**src/rtl/alu_control_md.sv**
```systemverilog
// EX-stage ALU control: combinational base decode plus an RV32M/RV64M multiply sequencer and radix-2 divider.
// Base decode has no latency; M-ops stall the pipeline via md_stall until a one-cycle md_valid strobe.
module alu_control_md #(
  parameter int XLEN       = 32,
  parameter int MUL_STAGES = 2,
  parameter int ENABLE_M   = 1
) (
  input  logic            clk,
  input  logic            rst_n,
  input  logic            ex_valid,
  input  logic            flush,
  input  logic [1:0]      AluOp,
  input  logic            is_rtype,
  input  logic [6:0]      funct7,
  input  logic [2:0]      funct3,
  input  logic [XLEN-1:0] rs1_val,
  input  logic [XLEN-1:0] rs2_val,
  output logic [3:0]      alu_control,
  output logic            illegal,
  output logic            md_stall,
  output logic            md_valid,
  output logic [XLEN-1:0] md_result
);
  localparam int CW = $clog2(XLEN + 1);
  localparam logic [XLEN-1:0] MIN = {1'b1, {(XLEN-1){1'b0}}};

  typedef enum logic [1:0] {IDLE, MUL, DIV, DONE} state_t;

  state_t          state, state_nx;
  logic [CW-1:0]   cnt, cnt_nx;
  logic            m_pat, m_op, accept, sub_sel;
  logic [2:0]      f3_q;
  logic [XLEN-1:0] a_q, b_q, rem_q;
  logic            qneg_q, rneg_q;

  assign m_pat   = (AluOp == 2'b10) && is_rtype && (funct7 == 7'b0000001);
  assign m_op    = m_pat && (ENABLE_M != 0);
  assign accept  = (state == IDLE) && ex_valid && m_op && !flush;
  assign sub_sel = is_rtype & funct7[5];

  always_comb begin
    alu_control = 4'b1111;
    case (AluOp)
      2'b00: alu_control = 4'b0010;
      2'b01: alu_control = 4'b0110;
      2'b10: begin
        if (m_pat) begin
          alu_control = (ENABLE_M != 0) ? 4'b1010 : 4'b1111;
        end else begin
          case (funct3)
            3'b000:  alu_control = sub_sel ? 4'b0110 : 4'b0010;
            3'b001:  alu_control = 4'b0100;
            3'b010:  alu_control = 4'b0111;
            3'b011:  alu_control = 4'b1000;
            3'b100:  alu_control = 4'b0011;
            3'b101:  alu_control = sub_sel ? 4'b1001 : 4'b0101;
            3'b110:  alu_control = 4'b0001;
            default: alu_control = 4'b0000;
          endcase
        end
      end
      default: alu_control = 4'b1111;
    endcase
  end

  assign illegal  = (alu_control == 4'b1111);
  assign md_stall = rst_n && ex_valid && m_op && (state != DONE);
  assign md_valid = (state == DONE) && !flush;

  // Multiply: operands come straight from the inputs on the accept cycle (MUL_STAGES=1), else from latches.
  logic [XLEN-1:0]   ma, mb, mul_res;
  logic [2:0]        mf3;
  logic              ma_sgn, mb_sgn;
  logic [2*XLEN-1:0] ma_ext, mb_ext, prod;

  assign ma      = (state == IDLE) ? rs1_val : a_q;
  assign mb      = (state == IDLE) ? rs2_val : b_q;
  assign mf3     = (state == IDLE) ? funct3  : f3_q;
  assign ma_sgn  = (mf3 == 3'b001) || (mf3 == 3'b010);
  assign mb_sgn  = (mf3 == 3'b001);
  assign ma_ext  = {{XLEN{ma_sgn & ma[XLEN-1]}}, ma};
  assign mb_ext  = {{XLEN{mb_sgn & mb[XLEN-1]}}, mb};
  assign prod    = ma_ext * mb_ext;
  assign mul_res = (mf3 == 3'b000) ? prod[XLEN-1:0] : prod[2*XLEN-1:XLEN];

  // Divide: a_q shifts the dividend magnitude out while the quotient shifts in.
  logic            sgn_in, a_neg, b_neg, div_zero, div_ovf, ge;
  logic [XLEN:0]   shl, diff;
  logic [XLEN-1:0] rem_nx, quo_nx, q_fix, r_fix, div_res, spec_res, done_res;

  assign sgn_in   = ~funct3[0];
  assign a_neg    = sgn_in & rs1_val[XLEN-1];
  assign b_neg    = sgn_in & rs2_val[XLEN-1];
  assign div_zero = (rs2_val == '0);
  assign div_ovf  = sgn_in && (rs1_val == MIN) && (rs2_val == '1);
  assign spec_res = div_zero ? (funct3[1] ? rs1_val : '1) : (funct3[1] ? '0 : MIN);

  assign shl     = {rem_q, a_q[XLEN-1]};
  assign diff    = shl - {1'b0, b_q};
  assign ge      = (shl >= {1'b0, b_q});
  assign rem_nx  = ge ? diff[XLEN-1:0] : shl[XLEN-1:0];
  assign quo_nx  = {a_q[XLEN-2:0], ge};
  assign q_fix   = qneg_q ? -quo_nx : quo_nx;
  assign r_fix   = rneg_q ? -rem_nx : rem_nx;
  assign div_res = f3_q[1] ? r_fix : q_fix;

  always_comb begin
    done_res = div_res;
    if (state == IDLE) done_res = funct3[2] ? spec_res : mul_res;
    else if (state == MUL) done_res = mul_res;
  end

  always_comb begin
    state_nx = state;
    cnt_nx   = cnt;
    if (flush) begin
      state_nx = IDLE;
      cnt_nx   = '0;
    end else begin
      case (state)
        IDLE: begin
          if (accept) begin
            cnt_nx = '0;
            if (!funct3[2]) state_nx = (MUL_STAGES == 1) ? DONE : MUL;
            else            state_nx = (div_zero || div_ovf) ? DONE : DIV;
          end
        end
        MUL: begin
          if (cnt == CW'(MUL_STAGES - 2)) begin
            state_nx = DONE;
            cnt_nx   = '0;
          end else begin
            cnt_nx = cnt + 1'b1;
          end
        end
        DIV: begin
          if (cnt == CW'(XLEN - 1)) begin
            state_nx = DONE;
            cnt_nx   = '0;
          end else begin
            cnt_nx = cnt + 1'b1;
          end
        end
        default: state_nx = IDLE;
      endcase
    end
  end

  always_ff @(posedge clk or negedge rst_n) begin
    if (!rst_n) begin
      state <= IDLE;
      cnt   <= '0;
    end else begin
      state <= state_nx;
      cnt   <= cnt_nx;
    end
  end

  always_ff @(posedge clk or negedge rst_n) begin
    if (!rst_n) begin
      f3_q      <= '0;
      a_q       <= '0;
      b_q       <= '0;
      rem_q     <= '0;
      qneg_q    <= 1'b0;
      rneg_q    <= 1'b0;
      md_result <= '0;
    end else begin
      if (accept) begin
        f3_q <= funct3;
        if (!funct3[2]) begin
          a_q <= rs1_val;
          b_q <= rs2_val;
        end else begin
          a_q    <= a_neg ? -rs1_val : rs1_val;
          b_q    <= b_neg ? -rs2_val : rs2_val;
          rem_q  <= '0;
          qneg_q <= a_neg ^ b_neg;
          rneg_q <= a_neg;
        end
      end else if (state == DIV && !flush) begin
        a_q   <= quo_nx;
        rem_q <= rem_nx;
      end
      if (state_nx == DONE && state != DONE) md_result <= done_res;
    end
  end
endmodule

```
**config.mk**
```make
export PLATFORM = sky130hd
export DESIGN_NAME = alu_control_md
export DESIGN_NICKNAME = d
export VERILOG_FILES = /design/src/rtl/alu_control_md.sv
export SDC_FILE = /design/constraint.sdc
export NUM_CORES = 2
export LEC_CHECK = 0
export BUFFER_PORTS_ARGS = -buffer_cell sky130_fd_sc_hd__clkbuf_2
export CAP_MARGIN = 25
export CORE_MARGIN = 10
export CORE_UTILIZATION = 65
export CTS_CLUSTER_DIAMETER = 50
export DETAILED_ROUTE_END_ITERATION = 7
export PLACE_DENSITY = 0.82
export SLEW_MARGIN = 5
export SYNTH_ARGS = -nofsm -noshare
export SYNTH_HDL_FRONTEND = slang
export SYNTH_SLANG_ARGS = --single-unit
```
**constraint.sdc**
```tcl
create_clock -name clk -period 12.8 [get_ports clk]
set_clock_uncertainty 0.05 [all_clocks]
set_input_delay 1.28 -clock clk [delete_from_list [all_inputs] [get_ports clk]]
set_output_delay 1.28 -clock clk [all_outputs]
set_load 0.01 [all_outputs]
```
; ---- Word level (Yosys, flattened, before mapping)
; Index checks and enable logic that the tools add are counted.
[word_totals]
reg_bits = 141
in_bits = 81
out_inout_bits = 39
[classes]
add_sub_neg = 6
mul = 1
n_lt_le_gt_ge = 1
n_eq_ne = 22
muxes = 40
bitwise_logic = 7
reduce_logical = 27
[ops]
columns = operator, count
row1 = two-way mux 32 bit, 22
row2 = negator 32 bit, 4
row3 = == test 32 bit (second input constant), 2
row4 = multiplier 33 x 33 -> 64 bit, 1
row5 = greater-or-equal comparator 33 x 32 -> 1 bit, 1
row6 = zero test 32 bit, 1
row7 = subtractor 32 bit, 1
row8 = case mux 4 bit (7 select lines), 1
row9 = two-way mux 6 bit, 4
row10 = case mux 6 bit (3 select lines), 1
row11 = logical AND 1 bit, 13
row12 = case mux 4 bit (3 select lines), 1
row13 = two-way mux 2 bit, 5
row14 = == test 3 x 2 -> 1 bit (second input constant), 3
row15 = == test 3 bit (second input constant), 3
row16 = == test 2 bit (second input constant), 4
row17 = two-way mux 4 bit, 2
row18 = == test 7 x 1 -> 1 bit (second input constant), 1
row19 = adder 6 x 1 -> 6 bit (second input constant), 1
row20 = == test 3 x 1 -> 1 bit (second input constant), 2
row21 = == test 6 x 5 -> 1 bit (second input constant), 1
row22 = zero test 3 bit, 2
row23 = zero test 6 bit, 1
row24 = two-way mux 3 bit, 2
row25 = other kinds (15), 25

; ---- Longest topological paths before layout
[logic_depth]
depth_word = 11
depth_mapped = 40
depth_no_buf = 36

; ---- Least setup slack after synthesis
; OpenSTA, ideal clock, no wires.
[synth_path]
path_type = reg-to-reg
from = reg state[0]
to = reg md_result[30]
setup_time_ns = 0.122
t_arrival_ns = 10.228
setup_slack_ns = 2.400
path_stages_with_launch = 37
n_path_buf = 5
cell_sequence = dfrtp_1 inv_1 ha_1 clkbuf_1 clkbuf_1 buf_1 clkbuf_1 buf_1 mux2_2 nand2_1 inv_1 fa_1 inv_1 fa_1 inv_1 fa_1 inv_1 fa_1 inv_1 fa_1 fa_1 fa_1 inv_1 fa_1 inv_1 ha_1 nand4_1 or3_1 or2_2 o2111ai_1 a31oi_1 o21ai_0 a221oi_1 xnor2_1 a21oi_1 o211ai_1 o2111a_1
[synth_between]
elab_chain_cells = 9
[synth_lines]
columns = element, line
row1 = from (decl), 29  ; state_t state, state_nx;
row2 = from (signal assigned), 154  ; state <= state_nx;
row3 = zero test 2 bit, n/a
row4 = two-way mux 3 bit or logical AND 1 bit (tied branches), "78, 38"
row5 = == test 3 x 1 -> 1 bit (tied with other cells), "79, 80"
row6 = logical OR 1 bit or logical AND 1 bit (tied branches), "79, 38"
row7 = bitwise AND 1 bit or two-way mux 2 bit (tied branches), "81, 122"
row8 = multiplier 33 x 33 -> 64 bit or case mux 2 bit (3 select lines) (tied branches), "83, 120"
row9 = two-way mux 32 bit or two-way mux 2 bit (tied branches), "84, 116"
row10 = two-way mux 32 bit (tied with other cells), 110  ; else if (state == MUL) done_res = mul_res;
row11 = two-way mux 32 bit or logical AND 1 bit (tied branches), "109, 185"
row12 = to (signal assigned), 185  ; if (state_nx == DONE && state != DONE) md_result <= done_res;
row13 = to (decl), 22  ; output logic [XLEN-1:0] md_result
; Several ways; a longest one is shown, not always the timed one.
; A chain may end at the register's enable or synchronous reset.

; ---- Worst setup path after layout
[layout_path]
from = in funct3[2]
to = reg md_result[30]
[layout_between]
elab_chain_cells = 8
[layout_lines]
columns = element, line
row1 = from (decl), 15  ; input logic [2:0] funct3,
row2 = two-way mux 3 bit, 78  ; assign mf3 = (state == IDLE) ? funct3 : f3_q;
row3 = == test 3 x 1 -> 1 bit or == test 3 x 2 -> 1 bit (tied branches), "79, 80"
row4 = logical OR 1 bit, 79  ; assign ma_sgn = (mf3 == 3'b001) || (mf3 == 3'b010);
row5 = bitwise AND 1 bit, 81  ; assign ma_ext = {{XLEN{ma_sgn & ma[XLEN-1]}}, ma};
row6 = multiplier 33 x 33 -> 64 bit, 83  ; assign prod = ma_ext * mb_ext;
row7 = two-way mux 32 bit, 84  ; assign mul_res = (mf3 == 3'b000) ? prod[XLEN-1:0] : prod[2*XLEN-1:XLEN];
row8 = two-way mux 32 bit (on tied branches), "110, 109"
row9 = two-way mux 32 bit, 109  ; if (state == IDLE) done_res = funct3[2] ? spec_res : mul_res;
; Several ways; a longest one is shown, not always the timed one.

==> summary.txt <==
Post-synthesis register bit count = 141
Synth Area in Adders = 0.502
Layout cells sized above 1 = 0.0671
CTS Buf Count = 17
Multiplexer share of the synthesized area = 0.0196
CTS root buf = clkbuf_16
Worst-Margin Slew = 1.17 ns
IO buf count = 119
Synth Cell Area = 51,300 µm²
Vias in the first global route = 46,800
Fin crit share = 0.909
DRT antenna net count = 0
Synth Instances = 6,103
Syn_nets = 7,566
All-layer global routing usage = 0.406
WL final = 182,000 µm
CORE AREA = 77,800 µm²
Post-synth top area cell = fa_1
Hold-fix buffers, CTS = 0
Predominant post-synthesis flop cell = dfrtp_1
Die height = 301 µm
Area grow syn2layout = 5.02%
FFs w/ async S/R, synth = 1.00
Avg Inst Size Synth = 8.41 µm²
Std-Cell Rows = 102
Endpoints failing hold = 0
Routed vias/inst = 6.29
Tightest Hold Check Type = flip-flop to flip-flop
Most common cell in the synthesized netlist = inv_1
EDFF count, synth = 0
Top delay family on crit path = adder cells
Setup crit start kind = primary input
Setup Buffers After CTS = 0
Post-DP HPWL = 146,000 µm
Initial antenna violation count = 5
CTS Buffer Depth = 2
Synth Area in Simple Gates = 0.156
Layout Nets = 7,497
Crit. End Element = flip-flop
TritonRoute pass-1 iters = 8
Worst Path Required = 13.16 ns
Unrepaired setup endpoints after global routing = false
CTS HTree Levels = 4
PostCTS Resize Cnt = 0
Max stage delay on crit path = 0.85 ns
CP max-delay cell = fa_1
Io pins = 120
Final setup viols = 0
Max-slew violations = 0
Total congestion overflow = 0
Crit path top cell by count = fa_1
Seq/Total Area, Yosys = 0.0687
Fill cell count = 6,193
Setup TNS = 0 ns
Worst skew pair latency = 0.47 ns
Wire length per cell = 25.6 µm
Largest family of logic cells by synthesized area = adder cells
WP buf/inv = 8
Via Count = 44,600
Top-area cell type share of the netlist area = 0.439
Warnings from Yosys = 0
First-pass GRT wire length = 279,000 µm
Fmax = 0.0860 GHz
Clock transition at path regs = 0.07 ns
Pin count of the biggest net entering global routing = 109
Sink Count = 141
Most instantiated cells after synthesis = 1,247 x inv_1, 1,126 x fa_1, 1,004 x nand2_1
Iter 0 DRT Violations = 5,041
Max Cap Viol = 0
Die W = 301 µm
Maximum fanout along the worst path = 26
CP Class = primary input to flip-flop
Ranking of synthesized cells by area = fa_1 44%, inv_1 9.1%, nand2_1 7.3%, dfrtp_1 6.9%, ha_1 6.2%
Post-synthesis compound-gate area fraction = 0.104
Post-synthesis xor/xnor area fraction = 0.0343
Final Wtd Congestion = 1.05
Critical Path AT = 11.99 ns
Slew margin rel. = 0.217
CTS tree = yes
Post-synth cell types = 86
Drt drc = 0
Initial Utilization = 0.659
Final min period = 11.63 ns
Status = finished clean
Die ar. = 90,600 µm²
==> flip-flops by register name, summed over array words and instances (netlist names), 2 cells and up <==
register   cells
cnt            6
f3_q           3
rem_q         32
md_result     32
b_q           32
state          2
a_q           32
==> metal layers <==
metal | global-route usage | wire length [µm] | vias up | share of wire
met1 | 0.512 | 64800 | 22300 | 0.36
met2 | 0.623 | 80900 | 2975 | 0.44
met4 | 0.258 | 14400 | 2 | 0.079
met5 | 0.00433 | 12 | - | 0.000066
met3 | 0.102 | 21800 | 704 | 0.12
li1 | - | - | 18700 | -
==> layout by cell type, fill, tap and decap left out, types with 41 or more instances in the layout <==
cell type  synthesis  final
inv_1           1247   1247
fa_1            1126   1126
nand2_1         1004   1004
nor2_1           453    451
ha_1             256    255
o21ai_0          256    247
a21oi_1          176    176
dfrtp_1          141    141
xnor2_1          126    126
clkbuf_2           1    118
buf_4              1    107
nand3_1           81     81
xor2_1            75     75
nor3_1            51     51
and2_1            46     46
a21o_1            41     41
==> area by class of cell <==
type	instances	area (µm²)	area share
timing repair buffer	241	1630	0.0303
inverter	1249	4690	0.0870
antenna	10	25.0	0.000464
clock buffer	20	447	0.00829
multi-input combinational	4384	42100	0.782
clock inverter	12	138	0.00255
sequential	141	3530	0.0655
tap	1040	1300	0.0241
==> path summary, 6_finish.rpt <==
path,from,endpoint,slack (ns),cells after the start
worst max register to register,state[0],md_result[30],1.19,33
max in group asynchronous,rst_n,md_result[0],10.69,3
worst min register to register,md_result[14],md_result[14],0.42,2
worst min-delay path,md_result[14],md_result[14],0.42,2
min in group asynchronous,rst_n,rem_q[22],0.76,1
worst max-delay path,funct3[2],md_result[30],1.17,32
==> cells by family (layout without fill, tap and decap cells) <==
| kind of cell | after synthesis | after routing |
|---|---|---|
| AO/OA/AOI/OAI | 836 | 836 |
| XOR/XNOR | 201 | 201 |
| adder cells (fa/ha/maj) | 1382 | 1382 |
| buffers and inverters | 1578 | 1522 |
| flip-flops | 141 | 141 |
| multiplexers | 96 | 96 |
| other | 0 | 10 |
| AND/OR/NAND/NOR | 1869 | 1869 |
==> stage by stage <==
step	std cells	hold slack, ns	setup WS [ns]	utilization	instance area [µm²]
finish	7097	0.424	1.17	0.692	53900
global route	7089	0.470	0.868	0.692	53900
global placement	7041	0.402	1.24	0.682	53100
detailed placement	7043	0.413	0.967	0.682	53100
CTS	7075	0.428	1.38	0.690	53700
floorplan	6103	0.400	2.40	-	51300
==> worst reg2reg max path, delay by kind of cell, from the launching register on <==
family,cells,cell delay (ns)
compound gates,9,2.74
xor+xnor,1,0.19
fa+ha+maj,10,5.48
buf+inv,8,1.43
flops,1,0.44
simple gates,5,1.23
Power is left out: the tool's default activity adds up to more than one toggle a clock period on the data nets, which glitch-free logic cannot reach.
